## src/rtl/spi_master_driver_if.sv

```systemverilog
// rtl/spi_master_driver_if.sv - request/response and SPI pin bundle for spi_master_driver
interface spi_master_driver_if;
    logic       start;
    logic [7:0] data_in;
    logic       ready;
    logic       done;
    logic [7:0] data_out;
    logic       sclk;
    logic       cs;
    logic       mosi;
    logic       miso;

    modport master (
        input  start, data_in, miso,
        output ready, done, data_out, sclk, cs, mosi
    );

    modport slave (
        output start, data_in, miso,
        input  ready, done, data_out, sclk, cs, mosi
    );
endinterface

```

## src/rtl/spi_master_driver.sv

```systemverilog
// rtl/spi_master_driver.sv - SPI mode 0 master, one 8-bit full-duplex transfer per start
module spi_master_driver #(
    parameter int unsigned CLK_DIV = 4
) (
    input  logic              clk_i,
    input  logic              rst_i,
    spi_master_driver_if.master bus
);
    typedef enum logic [2:0] {IDLE, LOW, HIGH, HOLD, GAP} state_t;

    localparam logic [7:0] PHASE_LAST = 8'(CLK_DIV - 1);

    state_t     state;
    logic [7:0] phase;
    logic [2:0] bit_cnt;
    logic [7:0] tx_shift;
    logic [7:0] rx_shift;
    logic [7:0] data_out;
    logic       ready;
    logic       done;
    logic       sclk;
    logic       cs;
    logic       phase_last;

    assign phase_last = (phase == PHASE_LAST);

    // tx_shift is zero whenever cs is high, so its MSB doubles as the registered MOSI.
    assign bus.mosi     = tx_shift[7];
    assign bus.sclk     = sclk;
    assign bus.cs       = cs;
    assign bus.ready    = ready;
    assign bus.done     = done;
    assign bus.data_out = data_out;

    always_ff @(posedge clk_i or posedge rst_i) begin
        if (rst_i) begin
            state    <= IDLE;
            phase    <= '0;
            bit_cnt  <= '0;
            tx_shift <= '0;
            rx_shift <= '0;
            data_out <= '0;
            ready    <= 1'b1;
            done     <= 1'b0;
            sclk     <= 1'b0;
            cs       <= 1'b1;
        end else begin
            done <= 1'b0;
            case (state)
                IDLE: begin
                    phase <= '0;
                    if (bus.start) begin
                        tx_shift <= bus.data_in;
                        rx_shift <= '0;
                        bit_cnt  <= '0;
                        cs       <= 1'b0;
                        ready    <= 1'b0;
                        state    <= LOW;
                    end
                end
                LOW: begin
                    if (phase_last) begin
                        phase    <= '0;
                        sclk     <= 1'b1;
                        rx_shift <= {rx_shift[6:0], bus.miso};
                        state    <= HIGH;
                    end else begin
                        phase <= phase + 8'd1;
                    end
                end
                HIGH: begin
                    if (phase_last) begin
                        phase <= '0;
                        sclk  <= 1'b0;
                        if (bit_cnt == 3'd7) begin
                            state <= HOLD;
                        end else begin
                            tx_shift <= {tx_shift[6:0], 1'b0};
                            bit_cnt  <= bit_cnt + 3'd1;
                            state    <= LOW;
                        end
                    end else begin
                        phase <= phase + 8'd1;
                    end
                end
                HOLD: begin
                    if (phase_last) begin
                        phase    <= '0;
                        cs       <= 1'b1;
                        tx_shift <= '0;
                        data_out <= rx_shift;
                        done     <= 1'b1;
                        state    <= GAP;
                    end else begin
                        phase <= phase + 8'd1;
                    end
                end
                GAP: begin
                    // Keeps CS high long enough for the slave to fall back to idle.
                    if (phase_last) begin
                        phase <= '0;
                        ready <= 1'b1;
                        state <= IDLE;
                    end else begin
                        phase <= phase + 8'd1;
                    end
                end
                default: begin
                    state <= IDLE;
                end
            endcase
        end
    end
endmodule
```

## src/flat_wrapper.sv

```systemverilog
// flat-port wrapper written by rule: the top's interface ports become plain ports
module spi_master_driver_flat 
#(
    parameter int unsigned CLK_DIV = 4
)
  (clk_i, rst_i, bus_start, bus_data_in, bus_miso, bus_ready, bus_done, bus_data_out, bus_sclk, bus_cs, bus_mosi);
  spi_master_driver_if bus_i ();
  input  logic clk_i;
  input  logic rst_i;
  input wire logic [$bits(bus_i.start)-1:0] bus_start;
  input wire logic [$bits(bus_i.data_in)-1:0] bus_data_in;
  input wire logic [$bits(bus_i.miso)-1:0] bus_miso;
  output wire logic [$bits(bus_i.ready)-1:0] bus_ready;
  output wire logic [$bits(bus_i.done)-1:0] bus_done;
  output wire logic [$bits(bus_i.data_out)-1:0] bus_data_out;
  output wire logic [$bits(bus_i.sclk)-1:0] bus_sclk;
  output wire logic [$bits(bus_i.cs)-1:0] bus_cs;
  output wire logic [$bits(bus_i.mosi)-1:0] bus_mosi;
  assign bus_i.start = bus_start;
  assign bus_i.data_in = bus_data_in;
  assign bus_i.miso = bus_miso;
  assign bus_ready = bus_i.ready;
  assign bus_done = bus_i.done;
  assign bus_data_out = bus_i.data_out;
  assign bus_sclk = bus_i.sclk;
  assign bus_cs = bus_i.cs;
  assign bus_mosi = bus_i.mosi;
  spi_master_driver #(.CLK_DIV(CLK_DIV)) u_core (.clk_i(clk_i), .rst_i(rst_i), .bus(bus_i));
endmodule
```

## config.mk

```make
export PLATFORM = sky130hd
export DESIGN_NAME = spi_master_driver_flat
export DESIGN_NICKNAME = d
export VERILOG_FILES = /design/src/rtl/spi_master_driver_if.sv /design/src/rtl/spi_master_driver.sv /design/src/flat_wrapper.sv
export SDC_FILE = /design/constraint.sdc
export NUM_CORES = 1
export LEC_CHECK = 0
export CAP_MARGIN = 10
export CORE_UTILIZATION = 49
export CTS_CLUSTER_DIAMETER = 60
export DETAILED_ROUTE_END_ITERATION = 8
export PLACE_DENSITY_LB_ADDON = 0.08
export SYNTH_ARGS = -nofsm -noshare
export SYNTH_HDL_FRONTEND = slang
export SYNTH_SLANG_ARGS = --single-unit
```

## constraint.sdc

```tcl
create_clock -name clk_i -period 2 [get_ports clk_i]
set_clock_uncertainty 0.1 [all_clocks]
set_input_delay 0.4 -clock clk_i [delete_from_list [all_inputs] [get_ports clk_i]]
set_output_delay 0.4 -clock clk_i [all_outputs]
set_load 0.1 [all_outputs]
```

==> metrics.csv <==
stage,metric,value,unit
floorplanning,rows,23,
floorplanning,die_h,66.40,um
synthesis,syn_nets,212,
sta,slew_violations,0,
pwr,p_leak,1.267,nW
route,drtIter0Drc,81,
run,drv_cap,0,
sta,fmax,0.5217,GHz
sta,timing.final.crit_share,0.9584,
pwr,share_comb_of_total_power,0.039,
finish,fin_nets,258,
synthesis,synth_cell_types,39,
synthesis,synth_seq_cells,42,
route,routedWlPerCell,14.51,um
route,viasPerCell,5.432,
synthesis,yosys_warnings,0,
synthesis,syn_avg_cell_area,10.31,um2
route,drt-total-wl,4.265,mm
synthesis,netlist_area,2032,um2
route,final_antenna_net_count,0,
finish,drive_above_1_share,0.2869,
global_route,grt_overflow,0,
worst_setup_path,critical_path_class,reg -> reg,
worst_setup_path,slowest_stage,dfrtp_1,
sta,layout_min_cycle_time,1.917,ns
finish,fin_cells,294,
pwr,switchingPower,0.0003190,W
pwr,p_sw_frac,0.2149,
clock_tree,cts_tree,yes,
clock_tree,clock_sink_count,42,
sta,setup_viol,0,
global_route,grt_usage,0.2225,
worst_setup_path,cp.arrival,1.99,ns
placed_design,io_buffer_count,24,
sta,rsz0062_at_grt,yes,
worst_setup_path,required,2.07,ns
placed_design,pre_cts_slack,-0.3283,ns
sta,timing.slew.headroom,0.5773,
clock_tree,path_clk_slew,0.08,ns
clock_tree,clockBufferDepth,2,
clock_tree,cts_root_buf,clkbuf_8,
synthesis,synth_cells,197,
hold_path,hold_path.class,in -> async,
worst_setup_path,crit_chain,ha_1 -> nor4b_4 -> buf_4 -> nand4b_4 -> a211o_1 -> a221o_1,
clock_tree,cts_made_buffers,5,
global_route,grt_max_degree,43,
floorplanning,design.core.area,4000,um2
sta,tightest_slew,0.6320,ns
worst_setup_path,crit_fanout,5,
worst_setup_path,cpLargestDelayFamily,compound AO/OA/AOI/OAI gates,
global_route,grt_pass1_vias,1677,
floorplanning,initial_core_util,0.5080,
synthesis,ys_seq_area_frac,0.5185,
worst_setup_path,cp-end-kind,flip-flop,
synthesis,async_reset_ff_frac,1.000,
synthesis,synth-edff-count,0,
synthesis,ys.flop_type,dfrtp_1,
sta,final-hold-violation-count,0,
worst_setup_path,crit_buf_inv,1,
clock_tree,h-tree-depth,2,
clock_tree,clock_insertion_delay_worst_skew,0.29,ns
route,via_count,1597,
floorplanning,dieArea,4408,um2
pwr,internal_power,0.001165,W
worst_setup_path,slowest_delay,0.38,ns
worst_setup_path,cp-start-kind,flip-flop,
floorplanning,die_w,66.40,um
placed_design,dpl.hpwl,3.074,mm
pwr,p_per_area,547.2,nW/um2
pwr,seq_power_share,0.581,
finish,diodes,0,
placed_design,gp_congestion,0.7578,
floorplanning,ios,25,
pwr,power.share.clock,0.380,
pwr,ir_drop,0.3666,mV
finish,areaGrowthSynthToFinish,33.50,%
route,drc_errors,0,
finish,fill_cells,302,
route,first_pass_iters,4,
placed_design,dpl.cell_count,282,
sta,fin_ws,0.08318,ns
run_status,status,"finished, final reports clean",
global_route,antenna_found_initial,0,
global_route,grt_pass1_wl,7.265,mm
[through the flow]
| stage | total power [W] | utilization | cell area, um2 | TNS [ns] | hold slack (ns) |
|---|---|---|---|---|---|
| 2_1_floorplan | 0.0009014 | - | 2032 | 0 | 0.3444 |
| 3_3_place_gp | 0.0009365 | 0.6437 | 2575 | -2.047 | 0.3695 |
| 3_5_place_dp | 0.0009389 | 0.6437 | 2575 | -2.691 | 0.3872 |
| 4_1_cts | 0.001497 | 0.6700 | 2680 | 0 | 0.3727 |
| 5_1_grt | 0.001547 | 0.6781 | 2713 | -0.05423 | 0.3810 |
| 6_report | 0.001484 | 0.6781 | 2713 | 0 | 0.3656 |
[worst paths after layout]
kind / to / startpoint / slack [ns] / depth (start not counted)
worst min register to register: u_core.rx_shift[7]$_DFFE_PP0P_ / u_core.rx_shift[7]$_DFFE_PP0P_ / 0.40 / 2
worst max register to register: u_core.bit_cnt[1]$_DFFE_PP0P_ / u_core.phase[0]$_DFFE_PP0P_ / 0.08 / 6
worst max-delay path: u_core.bit_cnt[1]$_DFFE_PP0P_ / u_core.phase[0]$_DFFE_PP0P_ / 0.08 / 6
max in group asynchronous: u_core.bus.cs$_DFFE_PP1P_ / rst_i / 1.17 / 3
worst min-delay path: u_core.bus.data_out[2]$_DFFE_PP0P_ / rst_i / 0.37 / 3
min in group clk_i: u_core.rx_shift[7]$_DFFE_PP0P_ / u_core.rx_shift[7]$_DFFE_PP0P_ / 0.40 / 2
[routing by layer]
metal,vias up,share of wire,track usage
li1,785,-,-
met5,-,0,0
met1,779,0.43,0.2561
met4,0,0.0054,0.08511
met2,31,0.52,0.3903
met3,2,0.040,0.06034
[power by group through the flow]
stage	Clock, W	Combinational, W	Sequential, W
2_1_floorplan	0	0.0000252	0.000876
3_3_place_gp	0	0.0000586	0.000878
3_5_place_dp	0	0.0000605	0.000878
4_1_cts	0.000575	0.0000603	0.000862
5_1_grt	0.000616	0.0000679	0.000863
6_report	0.000564	0.0000586	0.000862
[cell type report]
cell class              instances  area, um2  share of cell area
clock inverters                 1      5.005            0.001845
repair buffers                 47      546.8              0.2016
clock buffers                   7      86.33             0.03183
well taps                      50      62.56             0.02306
multi-input cells             142      939.7              0.3464
inverters                       5      18.77            0.006919
flip-flops and latches         42       1054              0.3884
[kinds of logic (layout without fill, tap and decap cells)]
kind of cell	Yosys count	in the layout	synth area share
simple gates	75	75	0.1958
compound gates	43	43	0.1305
flops	42	42	0.5185
mux	18	18	0.09852
buf+inv	13	60	0.02525
fa+ha+maj	3	3	0.01847
xor+xnor	3	3	0.01293
[state kept, by name, indices dropped and copies added, names as in the netlist]
register	cells
u_core.phase	8
u_core.bus.cs	1
u_core.state	3
u_core.bus.done	1
u_core.tx_shift	8
u_core.bus.ready	1
u_core.bus.sclk	1
u_core.bus.data_out	8
u_core.bit_cnt	3
u_core.rx_shift	8
[cell usage after synthesis, types with 2 or more instances]
master	count	area [um2]
nor2_1	6	22.52
nand3b_1	2	15.01
o21ai_0	25	125.1
ha_1	3	37.54
a31oi_1	5	31.28
mux2_2	16	180.2
a21oi_1	3	15.01
a221o_1	2	20.02
mux2i_1	2	20.02
inv_1	5	18.77
nor2b_1	3	18.77
nand2_1	41	153.9
clkbuf_1	6	22.52
buf_2	2	10.01
dfrtp_1	40	1001
nand3_1	7	35.03
a41oi_1	2	17.52
and2_1	4	25.02
dfstp_2	2	52.55
xnor2_1	2	17.52
[cell usage in the layout (no fill, tap or decap), drive strengths merged, types with 2 or more instances in the layout]
cell	synthesis	routed
and2	5	5
nor2	6	6
mux2i	2	2
nand2	41	41
clkbuf	6	7
clkdlybuf4s50	0	11
buf	2	36
ha	3	3
o21ai	25	25
a221o	3	3
a21oi	3	3
mux2	16	16
nand3	8	8
a41oi	2	2
nor4b	2	2
a31oi	5	5
nand3b	2	2
inv	5	5
nor2b	3	3
dfstp	2	2
dfrtp	40	40
xnor2	2	2
[worst min-delay path, cell delays in order]
cell and delay [ns]:
clkdlybuf4s50_1 0.40, inv_1 0.09, buf_12 0.24
[timing repair]
action | 4_1_cts | 5_1_grt
setup endpoints to repair | 17 | 15
hold buffers | 0 | 0
gates cloned | 0 | 0
resized for setup | 1 | 2
setup buffers | 1 | 3
pin swaps | 0 | 1
Power figures use the tool's default switching activity.
